<file path="src/rtl/tmnt_video_pkg.sv">
// tmnt_video_pkg: shared raster timing defaults, colour-code width, layer ids and transparency test
package tmnt_video_pkg;
    localparam int H_TOTAL    = 384;
    localparam int H_ACTIVE   = 320;
    localparam int H_SYNC_ST  = 336;
    localparam int H_SYNC_LEN = 32;
    localparam int V_TOTAL    = 264;
    localparam int V_ACTIVE   = 224;
    localparam int V_SYNC_ST  = 240;
    localparam int V_SYNC_LEN = 8;
    localparam int LAYER_LAT  = 1;
    localparam int CD_W       = 10;
    localparam logic [CD_W-1:0] BACKDROP = 10'h000;

    typedef enum logic [1:0] {L_FIX, L_A, L_OBJ, L_B} layer_e;

    typedef struct packed {
        logic vis;
        logic hs;
        logic vs;
        logic vbl;
    } timing_t;

    function automatic logic transparent(input logic [CD_W-1:0] c);
        return c[3:0] == 4'h0;
    endfunction
endpackage

</file>
<file path="src/rtl/tmnt_video_timing.sv">
// tmnt_video_timing: raster counters, raw sync/blank flags and the delay line aligning them to output pixels
module tmnt_video_timing
    import tmnt_video_pkg::*;
#(
    parameter int H_TOTAL    = tmnt_video_pkg::H_TOTAL,
    parameter int H_ACTIVE   = tmnt_video_pkg::H_ACTIVE,
    parameter int H_SYNC_ST  = tmnt_video_pkg::H_SYNC_ST,
    parameter int H_SYNC_LEN = tmnt_video_pkg::H_SYNC_LEN,
    parameter int V_TOTAL    = tmnt_video_pkg::V_TOTAL,
    parameter int V_ACTIVE   = tmnt_video_pkg::V_ACTIVE,
    parameter int V_SYNC_ST  = tmnt_video_pkg::V_SYNC_ST,
    parameter int V_SYNC_LEN = tmnt_video_pkg::V_SYNC_LEN,
    parameter int LAYER_LAT  = tmnt_video_pkg::LAYER_LAT
) (
    input  logic       clk,
    input  logic       rst_n,
    output logic [8:0] hcnt,
    output logic [8:0] vcnt,
    output logic       pre_vis,
    output timing_t    tim
);
    localparam int DL = LAYER_LAT + 2;

    logic [8:0] h_q, h_d, v_q, v_d;
    timing_t raw;
    timing_t [DL-1:0] dl_q, dl_d;

    always_comb begin
        h_d = (h_q == 9'(H_TOTAL - 1)) ? 9'd0 : h_q + 9'd1;
        v_d = (h_q != 9'(H_TOTAL - 1)) ? v_q : (v_q == 9'(V_TOTAL - 1)) ? 9'd0 : v_q + 9'd1;
        raw.vis = (h_q < 9'(H_ACTIVE)) && (v_q < 9'(V_ACTIVE));
        raw.hs = (h_q >= 9'(H_SYNC_ST)) && (h_q < 9'(H_SYNC_ST + H_SYNC_LEN));
        raw.vs = (v_q >= 9'(V_SYNC_ST)) && (v_q < 9'(V_SYNC_ST + V_SYNC_LEN));
        raw.vbl = (h_q == 9'd0) && (v_q == 9'(V_ACTIVE));
        dl_d = {dl_q[DL-2:0], raw};
    end

    always_ff @(posedge clk or negedge rst_n) begin
        if (!rst_n) begin
            h_q <= '0;
            v_q <= '0;
            dl_q <= '0;
        end else begin
            h_q <= h_d;
            v_q <= v_d;
            dl_q <= dl_d;
        end
    end

    // pre_vis lines up with the mixer's second stage, tim with its registered outputs
    assign hcnt = h_q;
    assign vcnt = v_q;
    assign pre_vis = dl_q[DL-2].vis;
    assign tim = dl_q[DL-1];
endmodule

</file>
<file path="src/rtl/tmnt_color_mixer.sv">
// tmnt_color_mixer: layer priority/shadow resolver with raster timing; TMNT_LAYER_MASK_EN adds LAYER_MASK
module tmnt_color_mixer
    import tmnt_video_pkg::*;
#(
    parameter int H_TOTAL    = tmnt_video_pkg::H_TOTAL,
    parameter int H_ACTIVE   = tmnt_video_pkg::H_ACTIVE,
    parameter int H_SYNC_ST  = tmnt_video_pkg::H_SYNC_ST,
    parameter int H_SYNC_LEN = tmnt_video_pkg::H_SYNC_LEN,
    parameter int V_TOTAL    = tmnt_video_pkg::V_TOTAL,
    parameter int V_ACTIVE   = tmnt_video_pkg::V_ACTIVE,
    parameter int V_SYNC_ST  = tmnt_video_pkg::V_SYNC_ST,
    parameter int V_SYNC_LEN = tmnt_video_pkg::V_SYNC_LEN,
    parameter int LAYER_LAT  = tmnt_video_pkg::LAYER_LAT
) (
    input  logic            V6M,
    input  logic            NRESET,
    input  logic            PRIOR,
    input  logic [CD_W-1:0] FIX_CD,
    input  logic [CD_W-1:0] A_CD,
    input  logic [CD_W-1:0] B_CD,
    input  logic [CD_W-1:0] OBJ_CD,
    input  logic            OBJ_SHD,
`ifdef TMNT_LAYER_MASK_EN
    input  logic [3:0]      LAYER_MASK,
`endif
    output logic [8:0]      HCNT,
    output logic [8:0]      VCNT,
    output logic            NHSYNC,
    output logic            NVSYNC,
    output logic            VBL_IRQ,
    output logic [CD_W-1:0] CD,
    output logic            SHADOW,
    output logic            NCBLK
);
    logic pre_vis;
    timing_t tim;
    logic [3:0] msk;
    logic [CD_W-1:0] fix_q, fix_d, a_q, a_d, b_q, b_d, obj_q, obj_d, cd_q, cd_d, win;
    logic shd_q, shd_d, prior_q, prior_d, shadow_q, shadow_d;
    logic f_op, a_op, b_op, o_op, obj_col;

    tmnt_video_timing #(
        .H_TOTAL(H_TOTAL), .H_ACTIVE(H_ACTIVE), .H_SYNC_ST(H_SYNC_ST), .H_SYNC_LEN(H_SYNC_LEN),
        .V_TOTAL(V_TOTAL), .V_ACTIVE(V_ACTIVE), .V_SYNC_ST(V_SYNC_ST), .V_SYNC_LEN(V_SYNC_LEN),
        .LAYER_LAT(LAYER_LAT)
    ) u_timing (
        .clk(V6M), .rst_n(NRESET), .hcnt(HCNT), .vcnt(VCNT), .pre_vis(pre_vis), .tim(tim)
    );

    always_comb begin
`ifdef TMNT_LAYER_MASK_EN
        msk = LAYER_MASK;
`else
        msk = 4'h0;
`endif
        fix_d = msk[0] ? '0 : FIX_CD;
        a_d = msk[1] ? '0 : A_CD;
        b_d = msk[2] ? '0 : B_CD;
        obj_d = msk[3] ? '0 : OBJ_CD;
        shd_d = OBJ_SHD & ~msk[3];
        prior_d = PRIOR;
        f_op = !transparent(fix_q);
        a_op = !transparent(a_q);
        b_op = !transparent(b_q);
        o_op = !transparent(obj_q);
        obj_col = o_op & ~shd_q;
        win = f_op ? fix_q
            : prior_q ? (a_op ? a_q : obj_col ? obj_q : b_op ? b_q : BACKDROP)
            : (obj_col ? obj_q : a_op ? a_q : b_op ? b_q : BACKDROP);
        cd_d = pre_vis ? win : '0;
        // a shadow darkens whatever wins from below the sprite's slot, never FIX (nor A when PRIOR=1)
        shadow_d = pre_vis & o_op & shd_q & ~f_op & ~(prior_q & a_op);
    end

    always_ff @(posedge V6M or negedge NRESET) begin
        if (!NRESET) begin
            fix_q <= '0;
            a_q <= '0;
            b_q <= '0;
            obj_q <= '0;
            shd_q <= 1'b0;
            prior_q <= 1'b0;
            cd_q <= '0;
            shadow_q <= 1'b0;
        end else begin
            fix_q <= fix_d;
            a_q <= a_d;
            b_q <= b_d;
            obj_q <= obj_d;
            shd_q <= shd_d;
            prior_q <= prior_d;
            cd_q <= cd_d;
            shadow_q <= shadow_d;
        end
    end

    assign CD = cd_q;
    assign SHADOW = shadow_q;
    assign NCBLK = tim.vis;
    assign NHSYNC = ~tim.hs;
    assign NVSYNC = ~tim.vs;
    assign VBL_IRQ = tim.vbl;
endmodule

</file>
<file path="config.mk">
export PLATFORM = sky130hd
export DESIGN_NAME = tmnt_color_mixer
export DESIGN_NICKNAME = d
export VERILOG_FILES = /design/src/rtl/tmnt_video_pkg.sv /design/src/rtl/tmnt_video_timing.sv /design/src/rtl/tmnt_color_mixer.sv
export SDC_FILE = /design/constraint.sdc
export NUM_CORES = 1
export LEC_CHECK = 0
export CORE_MARGIN = 4
export CORE_UTILIZATION = 55
export DETAILED_ROUTE_END_ITERATION = 6
export DONT_BUFFER_PORTS = 1
export GPL_TIMING_DRIVEN = 0
export PLACE_DENSITY = 0.72
export SETUP_SLACK_MARGIN = 0.3
export SYNTH_ARGS = -nofsm -noshare
export SYNTH_HDL_FRONTEND = slang
export SYNTH_HIERARCHICAL = 1
export SYNTH_SLANG_ARGS = --single-unit
</file>
<file path="constraint.sdc">
create_clock -name V6M -period 2 [get_ports V6M]
set_clock_uncertainty 0.1 [all_clocks]
set_input_delay 0.1 -clock V6M [delete_from_list [all_inputs] [get_ports V6M]]
set_output_delay 0.1 -clock V6M [all_outputs]
set_load 0.01 [all_outputs]
</file>
==> results of run 1 <==
logic make-up (layout without fill, tap and decap cells):
group / after synthesis / after routing / share of synthesized area [%]
buffers and inverters: 20 / 92 / 2.88
DFF: 83 / 83 / 67.2
xor gates and xnor gates: 10 / 10 / 2.84
adders and majority gates: 4 / 4 / 1.62
AOI/OAI and AO/OA: 59 / 59 / 14.0
and+or+nand+nor: 59 / 59 / 11.4
cell type report:
type	count	area (sq um)	area share [%]
Buffer	11	97.6	2.31
Clock buffer	10	128	3.02
Clock inverter	6	136	3.23
Inverter	9	33.8	0.800
Multi-Input combinational cell	132	1090	25.9
Sequential cell	83	2090	49.5
Tap cell	72	90.1	2.13
Timing Repair Buffer	56	556	13.2
flip-flops by register name, summed over array words and instances (netlist names):
signal and count:
shd_q 1, obj_q 10, fix_q 10, u_timing/pre_vis 1
b_q 10, a_q 10, u_timing/hcnt 9, SHADOW 1
CD 10, u_timing/tim 4, prior_q 1, u_timing/vcnt 9
u_timing/dl_d 7
power by group:
group | internal, mW | switching (mW) | total (mW)
sequential | 1.73 | 0.0467 | 1.78
combinational | 0.111 | 0.0713 | 0.182
clock | 0.960 | 0.596 | 1.56
metrics by stage:
| stage | worst slack (ns) | util, % |
|---|---|---|
| 6_report | 0.0718 | 77.1 |
| 5_1_grt | 0.0196 | 77.1 |
| 4_1_cts | 0.104 | 72.5 |
| 3_5_place_dp | 0.0509 | 58.1 |
| 3_3_place_gp | 0.0518 | 58.1 |
| 2_1_floorplan | 0.181 | - |
worst paths after layout:
check / slack, ns / end / cells past startpoint / startpoint
min in group V6M: 0.20 / fix_q[4] / 1 / FIX_CD[4]
max reg2reg: 0.07 / CD[4] / 5 / obj_q[3]
min reg2reg: 0.25 / u_timing/tim[0] / 0 / u_timing/dl_d[8]
max: 0.07 / CD[4] / 5 / obj_q[3]
max in group asynchronous: 2.34 / u_timing/hcnt[1] / 0 / NRESET
min: -0.67 / u_timing/tim[3] / 0 / NRESET
cells in the mapped netlist, drive strengths merged, types with 5 or more instances:
cell,instances
clkbuf,5
a31oi,11
nor2,10
xor2,7
nand2,10
dfrtp,83
o31ai,5
nand3,9
o21ai,11
o211ai,6
buf,6
inv,9
nor3,6
nor4,6
routing by layer:
| metal | up-vias | wire length, um |
|---|---|---|
| met1 | 1087 | 2730 |
| met2 | 121 | 3880 |
| met5 | - | 0 |
| met4 | 0 | 161 |
| met3 | 16 | 619 |
| li1 | 1006 | - |
worst register-to-register path, delay by kind of cell (launching register included):
kind	cells	cell delay, ns
flops	1	0.39
simple gates	1	0.56
buf+inv	2	0.28
compound gates	2	0.50
timing repair:
item,4_1_cts,5_1_grt
gates resized for setup,19,36
gates cloned,0,1
setup buffers,4,9
endpoints found under the setup margin,19,16
pin swaps,3,9
hold endpoints to repair,125,83
==> metrics, run 1 <==
worst path cell trace=or4_4 -> buf_6 -> buf_8 -> a211o_1 -> a32o_1; die width=82.9 um; Total GRT Usage=20.9%; CP bufs+invs=2; CTS tree=done; leading area contributor after synthesis=dfrtp_1; CP top delay family=simple AND/OR/NAND/NOR gates; Synth Cell Area=3090 sq um; Slew Limit Headroom=61.0%; Clock transition at path regs=0.09 ns; drt drc=0; max-slew violations=0; wire per inst=19.5 um; gpl congestion=0.840; largest cells by area after synthesis=dfrtp_1 (67%), a31oi_1 (2.2%), xor2_1 (2.0%), ha_1 (1.6%), o21ai_0 (1.6%); initial antenna violation count=0; EDFF count, synth=0; Post-Syn Instances=235; RSZ-0062 raised after global routing=yes; Top FF cell, synth=dfrtp_1; nets=350; critical path class=register to register; synthesized net count=283; DR pass1 iterations=5; worst path required time=2.14 ns; Starting DRT DRC Count=149; CP Launch Type=register; syn_area_per_cell=13.1 sq um; Setup Viol. Count Final=0; met2 Track Usage GR=35.0%; fin crit share=96.4%; Fin. Hold Viols=83; HP Class=input port to asynchronous set/reset pin; vias per inst=5.88; busiest metal layer after global routing=met2; H-tree lvl count=3; CP max stage cell=or4_4; Layout fillers=318; Boundary Pins=77; Critical Path Sink Type=register; Inst Count DP=307; crit path DAT=2.07 ns; fin crit period=1.93 ns; Pleak=1.81 nW; fin area=4220 sq um; remaining global-route overflow=0; Area Overhead vs Synth=36.6%; Fin Setup TNS=0 ns; tightest hold margin=-0.670 ns; drt total wl=7.39 mm; Num Clock Sinks=83; first-pass GRT wire length=11.2 mm; Die H=82.9 um; PortBufs=0; DIE AREA=6880 sq um; layout cell share with drive strength beyond 1=23.1%; crit-path max FO=6; total number of yosys warnings=6; Num CTS Buffers=9; fmax=519 MHz; cell area power density=834 nW/um^2; Hold-fix buffers, CTS=42; CTS root buffer=clkbuf_8; via count of the first global-routing pass=2182; Starting Density=56.4%; failing checks=hold timing; ANT nets after route=0; pin count of the biggest net entering global routing=84; Pwr Total=3.52 mW; register area share after synthesis=67.2%; row count=27; clk_lat worst skew=0.35 ns; Antenna Cells=0; worst-case vdd ir drop=0.000716 V; M1 GR Usage=24.4%; clock buffer depth=2; dpl cell area=3180 sq um; met3 Track Usage GR=9.03%; #FFs+latches synth=83; post-synth top area share=67.2%; count of cell types in the netlist=43; Slew @ Worst Pin=0.585 ns; CP peak stage delay=0.56 ns; Non-Filler Instances=379; DP HPWL=4.30 mm; # Max-Cap Violations=0; most common cell after layout, fill and taps aside=dfrtp_1; via count=2230; Async SR Flop Fraction=100%; core area=5470 sq um; most frequent cells in the layout=dfrtp_1 (75), dlygate4sd3_1 (42), buf_4 (14); status=complete, but fails checks
Power figures use the tool's default switching activity.
==> run 2, diff against run 1 <==
- CTS_BUF_LIST: not set -> sky130_fd_sc_hd__clkbuf_4
==> metrics, run 2 (synthesized netlist as in run 1, its figures left out) <==
status=complete, but fails checks (unchanged); failing checks=hold timing (unchanged); Clock transition at path regs=0.13 ns (was 0.09 ns); via count=2262 (was 2230); row count=27 (unchanged); Area Overhead vs Synth=35.6% (was 36.6%); fin crit share=97.6% (was 96.4%); remaining global-route overflow=0 (unchanged); die width=82.9 um (unchanged); crit-path max FO=6 (unchanged); DIE AREA=6880 sq um (unchanged); core area=5470 sq um (unchanged); CP max stage cell=or4_1 (was or4_4); CP peak stage delay=0.56 ns (about the same); H-tree lvl count=3 (unchanged); DP HPWL=4.30 mm (unchanged); pin count of the biggest net entering global routing=84 (unchanged); Num Clock Sinks=83 (unchanged); worst path cell trace=or4_1 -> buf_4 -> a221o_1 -> a32o_1 (was or4_4 -> buf_6 -> buf_8 -> a211o_1 -> a32o_1); fin worst setup slack=0.0478 ns (was 0.0718 ns); Worst R2R Path Depth=4 (was 5); CP top delay family=compound AO/OA/AOI/OAI gates (was simple AND/OR/NAND/NOR gates); Boundary Pins=77 (unchanged); DP Worst Slack=0.0509 ns (unchanged); via count of the first global-routing pass=2169 (was 2182); Pwr Total=3.32 mW (was 3.52 mW); CP bufs+invs=1 (was 2); Fin. Hold Viols=83 (unchanged); vias per inst=5.95 (was 5.88); drt total wl=7.72 mm (was 7.39 mm); most common cell after layout, fill and taps aside=dfrtp_1 (unchanged); # Max-Cap Violations=0 (unchanged); gpl congestion=0.840 (unchanged); Hold-fix buffers, CTS=42 (unchanged); worst-case vdd ir drop=0.000551 V (was 0.000716 V); max-slew violations=0 (unchanged); crit path DAT=2.18 ns (was 2.07 ns); clock buffer depth=2 (unchanged); Die H=82.9 um (unchanged); clk_lat worst skew=0.44 ns (was 0.35 ns); cell area power density=793 nW/um^2 (was 834 nW/um^2); Slew Limit Headroom=59.1% (was 61.0%); critical path class=register to register (unchanged); HP Class=input port to asynchronous set/reset pin (unchanged); Critical Path Sink Type=register (unchanged); wire per inst=20.3 um (was 19.5 um); fmax=512 MHz (was 519 MHz); layout cell share with drive strength beyond 1=24.4% (was 23.1%); fin crit period=1.95 ns (was 1.93 ns); nets=351 (was 350); Pleak=1.79 nW (was 1.81 nW); CTS tree=done (unchanged); Layout fillers=341 (was 318); Starting DRT DRC Count=127 (was 149); initial antenna violation count=0 (unchanged); first-pass GRT wire length=11.3 mm (was 11.2 mm); PortBufs=0 (unchanged); DR pass1 iterations=5 (unchanged); Antenna Cells=0 (unchanged); Slew @ Worst Pin=0.614 ns (was 0.585 ns); Num CTS Buffers=9 (unchanged); Setup Viol. Count Final=0 (unchanged); Total GRT Usage=21.3% (was 20.9%); worst path required time=2.23 ns (was 2.14 ns); CP Launch Type=register (unchanged); ANT nets after route=0 (unchanged); tightest hold margin=-0.765 ns (was -0.670 ns); Worst path depth=4 (was 5); drt drc=0 (unchanged); Starting Density=56.4% (unchanged); RSZ-0062 raised after global routing=yes (unchanged); CTS root buffer=clkbuf_4 (was clkbuf_8); most frequent cells in the layout=dfrtp_1 (73), dlygate4sd3_1 (42), buf_4 (15) (was dfrtp_1 (75), dlygate4sd3_1 (42), buf_4 (14))
## run 2: cell types whose count changed in the layout (fill, tap and decap cells not counted), sizes merged
cell	change
buf	+1
## run 2: worst paths after layout
check,endpoint,slack (ns),startpoint
max in group asynchronous,a_q[1],2.47,NRESET
worst min register to register,u_timing/tim[0],0.27,u_timing/dl_d[8]
worst min-delay path,CD[2],-0.77,NRESET
worst max-delay path,CD[7],0.05,b_q[0]
worst max register to register,CD[7],0.05,b_q[0]
min in group V6M,b_q[0],0.11,B_CD[0]
## run 2: routing by layer
layer	global-route usage (%)	wire length (um)
met5	0	0
met4	5.79	151
met3	9.62	651
met2	35.2	4150
met1	25.2	2760
## run 2: power breakdown
part / switching, mW / total (mW) / internal (mW) / leakage [nW]
sequential: 0.0463 / 1.78 / 1.74 / 0.995
combinational: 0.0743 / 0.186 / 0.112 / 0.686
clock: 0.578 / 1.35 / 0.777 / 0.107
## run 2: through the flow
stage / hold slack [ns] / area (sq um) / cells / setup TNS [ns] / util [%]
finish: -0.765 / 4190 / 380 / 0 / 76.6
detailed placement: -0.294 / 3180 / 307 / 0 / 58.1
global placement: -0.293 / 3180 / 307 / 0 / 58.1
global route: -0.825 / 4190 / 380 / -0.0134 / 76.6
CTS: -0.779 / 3920 / 369 / 0 / 71.7
floorplan: -0.296 / 3090 / 235 / 0 / -
## run 2: what timing repair did
action | in CTS | in global routing
setup endpoints to repair | 19 | 18
gates resized for setup | 21 | 35
endpoints found under the hold margin | 125 | 83
buffers inserted | 4 | 10
cloned | 0 | 1
pin swaps | 3 | 8
## run 2: worst reg2reg max path, cell delays in order (launching register included)
cell     delay (ns)
dfrtp_1        0.41
or4_1          0.56
buf_4          0.19
a221o_1        0.31
a32o_1         0.29
## run 2: area by class of cell
cell class | instances | area [sq um] | area share (%)
multi-input cells | 132 | 1100 | 26.2
flip-flops and latches | 83 | 2090 | 49.9
repair buffers | 57 | 576 | 13.7
plain buffers | 11 | 93.8 | 2.24
clock buffers | 10 | 75.1 | 1.79
inverters | 9 | 33.8 | 0.806
clock inverters | 6 | 136 | 3.25
well taps | 72 | 90.1 | 2.15
==> run 3, diff against run 2 <==
- ABC_AREA: not set -> 1
- PLACE_DENSITY: 0.72 -> 0.75
- clock period: 2 -> 1.7 ns (I/O delays scaled with it)
==> metrics, run 3 <==
r2r setup slk=0.14 ns (was 0.05 ns); Total GRT Usage=20.8% (was 21.3%); RSZ-0062 raised after global routing=yes (unchanged); fin crit period=1.56 ns (was 1.95 ns); row count=28 (was 27); synthesized net count=393 (was 283); post-synth top area share=62.0% (was 67.2%); Starting Density=56.6% (was 56.4%); Critical Path Sink Type=register (unchanged); clk_lat worst skew=0.43 ns (was 0.44 ns); worst-case vdd ir drop=0.000533 V (was 0.000551 V); tightest hold margin=-0.778 ns (was -0.765 ns); largest cells by area after synthesis=dfrtp_1 (62%), nand2_1 (7.1%), nor2_1 (5.6%), inv_1 (4.5%), nand3_1 (4.3%) (was dfrtp_1 (67%), a31oi_1 (2.2%), xor2_1 (2.0%), ha_1 (1.6%), o21ai_0 (1.6%)); final core utilization=73.7% (was 76.6%); max-slew violations=0 (unchanged); total number of yosys warnings=6 (unchanged); Worst R2R Path Depth=9 (was 4); Fin. Hold Viols=83 (unchanged); #FFs+latches synth=83 (unchanged); DP HPWL=4.66 mm (was 4.30 mm); worst path required time=1.94 ns (was 2.23 ns); wire per inst=15.5 um (was 20.3 um); Reg-to-Reg End=u_timing/vcnt[8] (was CD[7]); CTS tree=done (unchanged); initial antenna violation count=0 (unchanged); HP Class=input port to asynchronous set/reset pin (unchanged); remaining global-route overflow=0 (unchanged); PortBufs=0 (unchanged); nets=461 (was 351); Pleak=2.03 nW (was 1.79 nW); vias per inst=5.08 (was 5.95); first-pass GRT wire length=11.8 mm (was 11.3 mm); Antenna Cells=0 (unchanged); count of cell types in the netlist=25 (was 43); Starting DRT DRC Count=162 (was 127); DR pass1 iterations=4 (was 5); Setup Viol. Count Final=0 (unchanged); syn_area_per_cell=9.70 sq um (was 13.1 sq um); Num Clock Sinks=83 (unchanged); most frequent cells in the layout=dfrtp_1 (70), nand2_1 (56), dlygate4sd3_1 (42) (was dfrtp_1 (73), dlygate4sd3_1 (42), buf_4 (15)); most common cell after layout, fill and taps aside=dfrtp_1 (unchanged); Slew @ Worst Pin=0.359 ns (was 0.614 ns); most frequent cell after synthesis=dfrtp_1 (unchanged); CTS root buffer=clkbuf_4 (unchanged); die width=86.0 um (was 82.9 um); Boundary Pins=77 (unchanged); Die H=86.0 um (was 82.9 um); status=complete, but fails checks (unchanged); gpl congestion=0.845 (was 0.840); Top FF cell, synth=dfrtp_1 (unchanged); crit-path max FO=5 (was 6); critical path class=register to register (unchanged); Hold-fix buffers, CTS=42 (unchanged); via count=2497 (was 2262); EDFF count, synth=0 (unchanged); Num CTS Buffers=9 (unchanged); register area share after synthesis=62.0% (was 67.2%); Area Overhead vs Synth=30.3% (was 35.6%); leading area contributor after synthesis=dfrtp_1 (unchanged); worst r2r src=u_timing/hcnt[0] (was b_q[0]); pin count of the biggest net entering global routing=84 (unchanged); Fin Setup TNS=0 ns (unchanged); DIE AREA=7400 sq um (was 6880 sq um); Post-Syn Instances=345 (was 235); Clock transition at path regs=0.12 ns (was 0.13 ns); Synth Cell Area=3350 sq um (was 3090 sq um); clock buffer depth=2 (unchanged); drt total wl=7.62 mm (was 7.72 mm); core area=5920 sq um (was 5470 sq um); failing checks=hold timing (unchanged); fmax=639 MHz (was 512 MHz); H-tree lvl count=3 (unchanged); Slew Limit Headroom=76.0% (was 59.1%); fin crit share=92.0% (was 97.6%); cell area power density=815 nW/um^2 (was 793 nW/um^2); drt drc=0 (unchanged); Synth top cells by count=dfrtp_1 (83), nand2_1 (63), nor2_1 (50), inv_1 (40), nand3_1 (29) (was dfrtp_1 (83), a31oi_1 (11), nor2_1 (10), o21ai_0 (10)); ANT nets after route=0 (unchanged); via count of the first global-routing pass=2402 (was 2169); Layout fillers=416 (was 341); CP Launch Type=register (unchanged); # Max-Cap Violations=0 (unchanged); crit path DAT=1.81 ns (was 2.18 ns); layout cell share with drive strength beyond 1=26.9% (was 24.4%); Async SR Flop Fraction=100% (unchanged)
[run 3: cells by family (layout without fill, tap and decap cells)]
| logic type | count (synthesis) | count (layout) | synth area share, % |
|---|---|---|---|
| AOI/OAI and AO/OA | 28 | 28 | 4.52 |
| xor gates and xnor gates | 5 | 5 | 1.31 |
| buffers and inverters | 50 | 122 | 6.65 |
| adders and majority gates | 4 | 4 | 1.49 |
| and+or+nand+nor | 175 | 175 | 24.0 |
| DFF | 83 | 83 | 62.0 |
[run 3: worst max-delay path: stages (launching register included)]
cell and delay (ns):
dfrtp_2 0.46, ha_4 0.18, nand2_4 0.06, nor2_4 0.16, nand2_4 0.08, nor2_4 0.15, buf_6 0.15, nand2_2 0.04
nand2_1 0.05, nor2_1 0.04
[run 3: layout make-up]
cell class | count | area [sq um] | area share (%)
buffer | 6 | 57.6 | 1.32
sequential | 83 | 2090 | 48.0
inverter | 44 | 174 | 3.99
tap | 75 | 93.8 | 2.15
multi-input combinational | 212 | 1250 | 28.7
clock buffer | 10 | 75.1 | 1.72
timing repair buffer | 57 | 538 | 12.3
clock inverter | 5 | 78.8 | 1.81
[run 3: layer usage]
metal | vias up | part of all wire, % | GRT usage, %
li1 | 1217 | - | -
met4 | 0 | 1.5 | 6.91
met5 | - | 0 | 0
met2 | 83 | 49 | 31.3
met3 | 10 | 6.6 | 7.11
met1 | 1187 | 43 | 28.4
[run 3: how the worst max path moves through the flow]
stage | start | end | slack (ns)
final | u_timing/hcnt[0] | u_timing/vcnt[8] | 0.14
after global routing | u_timing/hcnt[1] | u_timing/vcnt[8] | 0.06
after CTS | u_timing/hcnt[0] | u_timing/hcnt[8] | 0.20
after detailed placement | u_timing/hcnt[0] | u_timing/vcnt[6] | 0.07
after global placement | u_timing/hcnt[0] | u_timing/vcnt[6] | 0.1
after floorplan | u_timing/hcnt[0] | u_timing/vcnt[8] | 0.24
[run 3: where the power goes]
| part | internal (mW) | switching [mW] | total, mW |
|---|---|---|---|
| Sequential | 2.04 | 0.0457 | 2.09 |
| Combinational | 0.125 | 0.101 | 0.226 |
| Clock | 0.600 | 0.641 | 1.24 |
| Total | 2.77 | 0.787 | 3.55 |
[run 3: metrics by stage]
step	power, mW	setup WS (ns)	area (sq um)	instances	hold slack (ns)
6_report	3.55	0.136	4360	492	-0.778
5_1_grt	3.70	0.0604	4360	492	-0.822
4_1_cts	3.56	0.202	4130	483	-0.795
3_5_place_dp	2.24	0.0693	3440	420	-0.309
3_3_place_gp	2.23	0.0991	3440	420	-0.309
2_1_floorplan	2.21	0.240	3350	345	-0.311
[run 3: repair_timing]
item	in CTS	in global routing
setup buffers	5	6
resized for setup	26	50
endpoints found under the hold margin	125	83
gates cloned	1	3
pin swaps	4	23
setup endpoints to repair	20	27
